`src/rtl/rewind_loop_status_monitor_if.sv`:
```
// Observed signals of the monitored HLS module: block handshake plus loop FSM state and event qualifiers.
// The monitored design drives these (master); the status monitor only reads them (slave).
interface rewind_loop_status_monitor_if #(
    parameter int STATE_W = 2
);
    logic               ap_start;
    logic               ap_ready;
    logic               ap_done;
    logic               ap_continue;
    logic [STATE_W-1:0] cur_state;
    logic [STATE_W-1:0] iter_start_state;
    logic [STATE_W-1:0] iter_end_state;
    logic [STATE_W-1:0] quit_state;
    logic               iter_start_enable;
    logic               iter_start_block;
    logic               iter_end_enable;
    logic               iter_end_block;
    logic               quit_enable;
    logic               quit_block;
    logic               quit_at_end;

    modport master (
        output ap_start, ap_ready, ap_done, ap_continue,
        output cur_state, iter_start_state, iter_end_state, quit_state,
        output iter_start_enable, iter_start_block,
        output iter_end_enable, iter_end_block,
        output quit_enable, quit_block, quit_at_end
    );

    modport slave (
        input ap_start, ap_ready, ap_done, ap_continue,
        input cur_state, iter_start_state, iter_end_state, quit_state,
        input iter_start_enable, iter_start_block,
        input iter_end_enable, iter_end_block,
        input quit_enable, quit_block, quit_at_end
    );
endinterface

```
`src/rtl/rewind_loop_status_monitor.sv`:
```
// Observe-only statistics monitor for an HLS block handshake and one pipelined rewind loop.
// Optional: define MON_PROTOCOL_CHECK_EN to build the sticky protocol error flags on err.
module rewind_loop_status_monitor #(
    parameter int STATE_W = 2,
    parameter int CNT_W   = 32,
    parameter int DEPTH   = 6
) (
    input  logic                        clock,
    input  logic                        reset,
    rewind_loop_status_monitor_if.slave bus,
    input  logic                        finish,
    output logic                        module_busy,
    output logic [CNT_W-1:0]            txn_count,
    output logic [CNT_W-1:0]            iter_count,
    output logic [3:0]                  in_flight,
    output logic [CNT_W-1:0]            last_latency,
    output logic [CNT_W-1:0]            last_ii,
    output logic [CNT_W-1:0]            max_ii,
    output logic [CNT_W-1:0]            stall_cycles,
    output logic                        frozen,
    output logic [1:0]                  err
);

    typedef enum logic {
        IDLE = 1'b0,
        BUSY = 1'b1
    } txn_state_t;

    txn_state_t state, next_state;

    logic [STATE_W-1:0] cur_state;
    logic               unused_ap_ready;
    logic               s_evt, e_evt, q_evt, q_eff, stall_evt, done_ack;
    logic               txn_begin, txn_end;
    logic [CNT_W-1:0]   lat_cnt;
    logic [CNT_W-1:0]   ii_cnt;
    logic               first_seen;

    function automatic logic [CNT_W-1:0] sat_inc(input logic [CNT_W-1:0] v);
        return (&v) ? v : v + CNT_W'(1);
    endfunction

    assign cur_state       = bus.cur_state;
    assign unused_ap_ready = bus.ap_ready;

    assign s_evt     = (cur_state == bus.iter_start_state) & bus.iter_start_enable & ~bus.iter_start_block;
    assign e_evt     = (cur_state == bus.iter_end_state) & bus.iter_end_enable & ~bus.iter_end_block;
    assign q_evt     = (cur_state == bus.quit_state) & bus.quit_enable & ~bus.quit_block;
    assign stall_evt = (cur_state == bus.iter_start_state) & bus.iter_start_enable & bus.iter_start_block;
    // A quit flagged as end-of-loop only takes effect together with the final iteration end.
    assign q_eff     = q_evt & (~bus.quit_at_end | e_evt);
    assign done_ack  = bus.ap_done & bus.ap_continue;

    assign module_busy = (state == BUSY);

    always_ff @(posedge clock or negedge reset) begin
        if (!reset) begin
            state <= IDLE;
        end else begin
            state <= next_state;
        end
    end

    // A start and an acknowledged done in the same idle cycle is a complete 1-cycle transaction.
    always_comb begin
        next_state = state;
        txn_begin  = 1'b0;
        txn_end    = 1'b0;
        if (!frozen) begin
            case (state)
                IDLE: begin
                    if (bus.ap_start) begin
                        txn_begin = 1'b1;
                        if (done_ack) begin
                            txn_end = 1'b1;
                        end else begin
                            next_state = BUSY;
                        end
                    end
                end
                BUSY: begin
                    if (done_ack) begin
                        txn_end = 1'b1;
                        if (bus.ap_start) begin
                            txn_begin = 1'b1;
                        end else begin
                            next_state = IDLE;
                        end
                    end
                end
                default: next_state = IDLE;
            endcase
        end
    end

    // lat_cnt counts cycles already spent; the done cycle itself adds one more.
    always_ff @(posedge clock or negedge reset) begin
        if (!reset) begin
            lat_cnt      <= '0;
            last_latency <= '0;
            txn_count    <= '0;
        end else if (!frozen) begin
            if (txn_end) begin
                txn_count    <= sat_inc(txn_count);
                last_latency <= (state == IDLE) ? CNT_W'(1) : sat_inc(lat_cnt);
            end
            if (txn_begin) begin
                lat_cnt <= CNT_W'(1);
            end else if (state == BUSY) begin
                lat_cnt <= sat_inc(lat_cnt);
            end
        end
    end

    always_ff @(posedge clock or negedge reset) begin
        if (!reset) begin
            ii_cnt       <= '0;
            last_ii      <= '0;
            max_ii       <= '0;
            first_seen   <= 1'b0;
            in_flight    <= 4'd0;
            iter_count   <= '0;
            stall_cycles <= '0;
            frozen       <= 1'b0;
        end else if (!frozen) begin
            if (s_evt) begin
                ii_cnt <= CNT_W'(1);
                if (first_seen && !txn_begin) begin
                    last_ii <= ii_cnt;
                    max_ii  <= (ii_cnt > max_ii) ? ii_cnt : max_ii;
                end
            end else begin
                ii_cnt <= sat_inc(ii_cnt);
            end

            if (q_eff) begin
                first_seen <= 1'b0;
            end else if (s_evt) begin
                first_seen <= 1'b1;
            end else if (txn_begin) begin
                first_seen <= 1'b0;
            end

            if (s_evt && !e_evt && in_flight != 4'd15) begin
                in_flight <= in_flight + 4'd1;
            end else if (e_evt && !s_evt && in_flight != 4'd0) begin
                in_flight <= in_flight - 4'd1;
            end

            if (e_evt) begin
                iter_count <= sat_inc(iter_count);
            end
            if (stall_evt) begin
                stall_cycles <= sat_inc(stall_cycles);
            end
            if (finish) begin
                frozen <= 1'b1;
            end
        end
    end

`ifdef MON_PROTOCOL_CHECK_EN
    localparam logic [4:0] DEPTH_LIMIT = 5'(DEPTH);

    always_ff @(posedge clock or negedge reset) begin
        if (!reset) begin
            err <= 2'b00;
        end else if (!frozen) begin
            if (e_evt && !s_evt && in_flight == 4'd0) begin
                err[0] <= 1'b1;
            end
            if ((s_evt && !e_evt && ({1'b0, in_flight} >= DEPTH_LIMIT)) ||
                (state == IDLE && bus.ap_done && !bus.ap_start)) begin
                err[1] <= 1'b1;
            end
        end
    end
`else
    assign err = 2'b00;
`endif

endmodule

```
`src/flat_wrapper.sv`:
```
// flat-port wrapper written by rule: the top's interface ports become plain ports
module rewind_loop_status_monitor_flat 
#(
    parameter int STATE_W = 2,
    parameter int CNT_W   = 32,
    parameter int DEPTH   = 6
)
  (clock, reset, finish, module_busy, txn_count, iter_count, in_flight, last_latency, last_ii, max_ii, stall_cycles, frozen, err, bus_ap_start, bus_ap_ready, bus_ap_done, bus_ap_continue, bus_cur_state, bus_iter_start_state, bus_iter_end_state, bus_quit_state, bus_iter_start_enable, bus_iter_start_block, bus_iter_end_enable, bus_iter_end_block, bus_quit_enable, bus_quit_block, bus_quit_at_end);
  rewind_loop_status_monitor_if #(.STATE_W(STATE_W)) bus_i ();
  input  logic clock;
  input  logic reset;
  input  logic finish;
  output logic module_busy;
  output logic [CNT_W-1:0] txn_count;
  output logic [CNT_W-1:0] iter_count;
  output logic [3:0] in_flight;
  output logic [CNT_W-1:0] last_latency;
  output logic [CNT_W-1:0] last_ii;
  output logic [CNT_W-1:0] max_ii;
  output logic [CNT_W-1:0] stall_cycles;
  output logic frozen;
  output logic [1:0] err;
  input wire logic [$bits(bus_i.ap_start)-1:0] bus_ap_start;
  input wire logic [$bits(bus_i.ap_ready)-1:0] bus_ap_ready;
  input wire logic [$bits(bus_i.ap_done)-1:0] bus_ap_done;
  input wire logic [$bits(bus_i.ap_continue)-1:0] bus_ap_continue;
  input wire logic [$bits(bus_i.cur_state)-1:0] bus_cur_state;
  input wire logic [$bits(bus_i.iter_start_state)-1:0] bus_iter_start_state;
  input wire logic [$bits(bus_i.iter_end_state)-1:0] bus_iter_end_state;
  input wire logic [$bits(bus_i.quit_state)-1:0] bus_quit_state;
  input wire logic [$bits(bus_i.iter_start_enable)-1:0] bus_iter_start_enable;
  input wire logic [$bits(bus_i.iter_start_block)-1:0] bus_iter_start_block;
  input wire logic [$bits(bus_i.iter_end_enable)-1:0] bus_iter_end_enable;
  input wire logic [$bits(bus_i.iter_end_block)-1:0] bus_iter_end_block;
  input wire logic [$bits(bus_i.quit_enable)-1:0] bus_quit_enable;
  input wire logic [$bits(bus_i.quit_block)-1:0] bus_quit_block;
  input wire logic [$bits(bus_i.quit_at_end)-1:0] bus_quit_at_end;
  assign bus_i.ap_start = bus_ap_start;
  assign bus_i.ap_ready = bus_ap_ready;
  assign bus_i.ap_done = bus_ap_done;
  assign bus_i.ap_continue = bus_ap_continue;
  assign bus_i.cur_state = bus_cur_state;
  assign bus_i.iter_start_state = bus_iter_start_state;
  assign bus_i.iter_end_state = bus_iter_end_state;
  assign bus_i.quit_state = bus_quit_state;
  assign bus_i.iter_start_enable = bus_iter_start_enable;
  assign bus_i.iter_start_block = bus_iter_start_block;
  assign bus_i.iter_end_enable = bus_iter_end_enable;
  assign bus_i.iter_end_block = bus_iter_end_block;
  assign bus_i.quit_enable = bus_quit_enable;
  assign bus_i.quit_block = bus_quit_block;
  assign bus_i.quit_at_end = bus_quit_at_end;
  rewind_loop_status_monitor #(.STATE_W(STATE_W), .CNT_W(CNT_W), .DEPTH(DEPTH)) u_core (.clock(clock), .reset(reset), .bus(bus_i), .finish(finish), .module_busy(module_busy), .txn_count(txn_count), .iter_count(iter_count), .in_flight(in_flight), .last_latency(last_latency), .last_ii(last_ii), .max_ii(max_ii), .stall_cycles(stall_cycles), .frozen(frozen), .err(err));
endmodule
```
`config.mk`:
```
export PLATFORM = sky130hd
export DESIGN_NAME = rewind_loop_status_monitor_flat
export DESIGN_NICKNAME = d
export VERILOG_FILES = /design/src/rtl/rewind_loop_status_monitor_if.sv /design/src/rtl/rewind_loop_status_monitor.sv /design/src/flat_wrapper.sv
export SDC_FILE = /design/constraint.sdc
export NUM_CORES = 1
export LEC_CHECK = 0
export CAP_MARGIN = 10
export CORE_ASPECT_RATIO = 1.4
export CORE_MARGIN = 2
export CORE_UTILIZATION = 56
export CTS_BUF_LIST = sky130_fd_sc_hd__clkbuf_4 sky130_fd_sc_hd__clkbuf_8
export DETAILED_ROUTE_END_ITERATION = 8
export GPL_TIMING_DRIVEN = 1
export PLACE_DENSITY = 0.91
export SYNTH_ARGS = -nofsm -noshare
export SYNTH_HDL_FRONTEND = slang
export SYNTH_SLANG_ARGS = --single-unit
```
`constraint.sdc`:
```
create_clock -name clock -period 3.45 [get_ports clock]
set_clock_uncertainty 0.05 [all_clocks]
set_input_delay 0.5175 -clock clock [delete_from_list [all_inputs] [get_ports clock]]
set_output_delay 0.5175 -clock clock [all_outputs]
set_load 0.005 [all_outputs]
```
Yosys cells after proc, flatten, opt, wreduce, memory -nomap -nowiden --
Cells that the tools add are included.
Operators by class: multiplexer cells 25, $add $sub $neg 7, reductions and logical operators 27, equality and inequality tests 5, bitwise logic cells 19, magnitude comparators 1
Operator list (number):
- 2-to-1 mux 32 bit | 6
- adder 32 x 1 -> 32 bit, second input constant | 5
- AND reduction 32 bit | 5
- > comparator 32 bit | 1
- 2-to-1 mux 1 bit | 14
- AND reduction 3 bit | 4
- AND reduction 2 bit | 5
- AND 1 bit | 9
- inverter 1 bit | 9
- 2-to-1 mux 4 bit | 2
- == test 2 bit | 3
- one-hot mux 1 bit (2 select lines) | 3
- logical AND 1 bit | 5
- adder 4 x 1 -> 4 bit, second input constant | 1
- != test 4 bit, second input constant | 1
- AND reduction 4 bit | 1
- nonzero test 2 bit | 2
- nonzero test 4 bit | 1
- subtractor 4 x 1 -> 4 bit, second input constant | 1
- zero test 1 bit | 3
- nonzero test 3 bit | 1
- != test 2 x 1 -> 1 bit, second input constant | 1
- OR 1 bit | 1
Word-level totals: input port bits 22, register bits after elaboration 263, output and inout port bits 200

Longest topological paths before layout --
word-level depth 8, depth in mapped cells 9, mapped depth without buffers 9

Worst setup path after synthesis --
No wires, ideal clock.
path type reg2reg, from register u_core.ii_cnt[15], to register u_core.max_ii[11], required time 3.275 ns, slack 0.956 ns, clock period less this slack 2.494 ns, library setup time 0.125 ns, stages on the path, launching flop included 9, data arrival time 2.319 ns, path buffers 1, cell sequence dfrtp_1 > ha_1 > nand4_1 > or4_1 > nand2b_1 > o21a_1 > o211ai_4 > buf_6 > mux2_4
On the way: longest elaborated chain between the ends 2
Ends and longest elaborated chain:
- start, declared | RTL line rewind_loop_status_monitor.sv:36 | logic [CNT_W-1:0] ii_cnt;
- start signal, assigned | RTL line rewind_loop_status_monitor.sv:133 | ii_cnt <= sat_inc(ii_cnt);
- > comparator 32 bit | RTL line rewind_loop_status_monitor.sv:130 | max_ii <= (ii_cnt > max_ii) ? ii_cnt : max_ii;
- AND reduction 4 bit (no line)
- end signal, assigned | RTL line rewind_loop_status_monitor.sv:130
- end, declared | RTL line rewind_loop_status_monitor.sv:18 | output logic [CNT_W-1:0] max_ii,
Every way passes these cells. A chain may end at the register's enable or synchronous reset.

Final worst setup path --
from register u_core.ii_cnt[17], to register u_core.max_ii[0]
The elaborated chain is that of the path after synthesis.

==> results <==
## routing by layer
layer	vias to the layer above	part of all wire (%)	GRT usage, %	wire [um]
met1	5509	37	32.32	13090
met5	-	0	0	0
met4	0	4.7	13.38	1645
met2	422	52	49.67	18210
met3	120	5.9	4.893	2069
li1	5120	-	-	-
## cells by family after synthesis
| group | Yosys count |
|---|---|
| fa+ha+maj | 40 |
| xor+xnor | 146 |
| simple gates | 488 |
| flops | 263 |
| mux | 77 |
| compound gates | 187 |
| buf+inv | 101 |
| other cells | 1 |
## placed cells by master, fill, tap and decap left out, types with 10 or more instances in the layout
cell type          n
mux2_2            38
clkdlybuf4s50_1  217
nor3_1            30
a31oi_1           18
nor2_1            68
mux2i_1           14
xnor2_1          100
nand4_1           55
and3_1            27
o31ai_1           22
clkbuf_8          51
xor2_1            46
nand2_1          144
o21ai_0           47
and4_1            18
and2_1            11
ha_1              39
or3_1             12
buf_4             16
nor4_1            15
a21oi_1           49
clkinv_2          10
dfrtp_1          263
nand3_1           64
mux2_4            25
inv_1             56
## worst min-delay path by stage
stage | from | to | slack [ns] | cells after the start
finish | u_core.last_latency[15]$_DFFE_PN0P_ | u_core.last_latency[15]$_DFFE_PN0P_ | 0.42 | 2
global route | u_core.last_latency[30]$_DFFE_PN0P_ | u_core.last_latency[30]$_DFFE_PN0P_ | 0.45 | 2
CTS | u_core.last_latency[15]$_DFFE_PN0P_ | u_core.last_latency[15]$_DFFE_PN0P_ | 0.43 | 2
detailed placement | u_core.last_latency[15]$_DFFE_PN0P_ | u_core.last_latency[15]$_DFFE_PN0P_ | 0.42 | 2
global placement | u_core.last_latency[25]$_DFFE_PN0P_ | u_core.last_latency[25]$_DFFE_PN0P_ | 0.41 | 2
floorplan | reset | u_core.first_seen$_DFFE_PN0P_ | 0.17 | 0
## sequential cells by signal, summed over array words and instances, names as in the netlist
register,count
u_core.iter_count,32
u_core.txn_count,32
u_core.module_busy,1
u_core.max_ii,32
u_core.frozen,1
u_core.ii_cnt,32
u_core.lat_cnt,32
u_core.stall_cycles,32
u_core.last_ii,32
u_core.in_flight,4
u_core.first_seen,1
u_core.last_latency,32
## stage by stage
step                      total power, mW  hold WS (ns)  std cells  setup slack (ns)  cell area [um^2]
after floorplan                     3.500        0.1719       1304            0.9557             13510
after global placement              3.717        0.4060       1807            0.3808             16080
after detailed placement            3.745        0.4168       1807            0.3823             16080
after CTS                           6.533        0.4303       1882            0.4416             16960
after global routing                6.726        0.4454       1882            0.3257             16960
final                               6.473        0.4238       1882            0.4315             16960
## repair_timing
action / CTS / global route
setup buffers: 0 / 0
hold buffers: 1 / 0
endpoints found under the hold margin: 69 / 0
endpoints found under the setup margin: 0 / 0
## power by group through the flow
stage	sequential [mW]	combinational, mW	clock [mW]
final	3.26	0.436	2.78
after global routing	3.27	0.491	2.97
after CTS	3.26	0.439	2.84
after detailed placement	3.31	0.431	0
after global placement	3.31	0.411	0
after floorplan	3.28	0.216	0
## cell type report
| type | count | area [um^2] | area share [%] |
|---|---|---|---|
| Clock inverter | 14 | 103.9 | 0.6123 |
| Sequential cell | 263 | 6581 | 38.80 |
| Tap cell | 310 | 387.9 | 2.287 |
| Clock buffer | 60 | 769.5 | 4.537 |
| Multi-Input combinational cell | 940 | 6511 | 38.39 |
| Timing Repair Buffer | 239 | 2397 | 14.13 |
| Inverter | 56 | 210.2 | 1.239 |
## worst min-delay path: cells and delay by family, from the launching register on
kind             cells  cell delay (ns)
AND/OR/NAND/NOR      1             0.05
flip-flops           1             0.34
AO/OA/AOI/OAI        1             0.05
==> impl_metrics.toml <==
[sta]
rsz0062_at_grt = "no"
hold_violations = 0
worst_pin_slew_ns = 0.8178
fin_crit_sh_pct = 87.49
tns_ns = 0
setup_viol = 0
relSlewSlack_pct = 44.98
fin_crit_ns = 3.018
slew_viol_final = 0
fmax_mhz = 331.3

[worst_setup_path]
crit_required_ns = 3.84
max_stage_delay_ns = 0.50
rrSetupSlack_ns = 0.43
crit_path_cell_trace = "ha_1 -> a41oi_1 -> o21ai_0 -> a22oi_1 -> nand4b_1 -> o211ai_4 -> buf_12 -> mux2_2"
ff2ff_path_depth = 8
endpoint_kind = "flip-flop"
cp_slowest_cell = "o211ai_4"
worstSetupStartpointType = "flip-flop"
endpoint = "u_core.max_ii[0]$_DFFE_PN0P_"
critical_path_cell_count = 8
cp.arrival_ns = 3.41
r2r_start = "u_core.ii_cnt[17]$_DFFE_PN0P_"
r2r_end = "u_core.max_ii[0]$_DFFE_PN0P_"
cp_max_fo = 19
critical_path_buf_inv_count = 1
crit_type = "reg2reg"
crit_start = "u_core.ii_cnt[17]$_DFFE_PN0P_"
critPathTopFamily = "compound AO/OA/AOI/OAI gates"

[clocking]
clock-sinks = 263
clk_path_buf_depth = 3
cts_resized = 0
numCtsBuffers = 40
cts_root_buf = "clkbuf_8"
cts_tree = "built"
clkTransAtPathRegs_ns = 0.07
clock_latency_ns = 0.55
h-tree-depth = 2

[job]
maxCapViolCount = 0

[detailed_routing]
ant_nets = 0
vias_per_cell = 5.936
vias = 11170
remaining_drc_errors = 0
wl_per_cell_um = 18.60
dr.pass1.iters = 5
drtIter0Drc = 692
wirelength_um = 35010

[placed_design]
io_buffers = 218
place.gp.congestion = 0.8689
dpl.hpwl_um = 25110

[synth]
synth_commonest_cells = "dfrtp_1, nand2_1, xnor2_1"
ys_types = 70
muxShareOfSynthArea_pct = 6.983
synthArstFlopShare_pct = 100.0
yosys_register_bits = 263
synthAdderAreaFrac_pct = 3.760
synth.most_common_cell = "dfrtp_1"
synth_cells = 1303
synth_top_area_share_pct = 48.72
synth_top_family_by_area = "simple AND/OR/NAND/NOR gates"
synthTopCellsByArea = "dfrtp_1, xnor2_1, nand2_1"
synth_xor_area_share_pct = 9.466
ys.flop_type = "dfrtp_1"
synth_warnings = 0
syn_avg_cell_area_um2 = 10.37
synthSimpleGateAreaFrac_pct = 18.97
synth_edf_count = 0
synth_compound_area_share_pct = 8.873
ys_seq_area_share_pct = 48.72
netlist_area_um2 = 13510
synth_top_area_cell = "dfrtp_1"

[final_layout]
nets = 1602
fin_util_pct = 71.24
antennaDiodeCount = 0
drive_above_1_share_pct = 11.70
fillers = 1679
syn2layout_area_growth_pct = 25.55

[global_route]
grt_pass1_wl_um = 57380
track_usage_pct = 27.93
antenna_found_initial = 0
grt_max_degree = 96
grt_remaining_overflow = 0
grt_pass1_vias = 11350

[floorplanning]
die_h_um = 187.8
rows = 67
ios = 222
fp.dieArea_um2 = 25400
initial_core_util_pct = 56.74
coreArea_um2 = 23810
die-width_um = 135.3

[power_and_ir_drop]
power_density_nw_per_um2 = 381.6
sw_frac_of_total_pct = 24.80
vdd_ir_drop_max_uv = 289.2
intPower_mw = 4.868
power_frac_seq_pct = 50.4
leakagePower_nw = 7.456
clockPowerShare_pct = 42.9
p_comb_share_pct = 6.7
switching_power_mw = 1.605

[outcome]
status = "finished, final reports clean"

[worst_hold_path]
hold_class = "reg2reg"
Note: power is estimated with default switching activity, not from simulation.
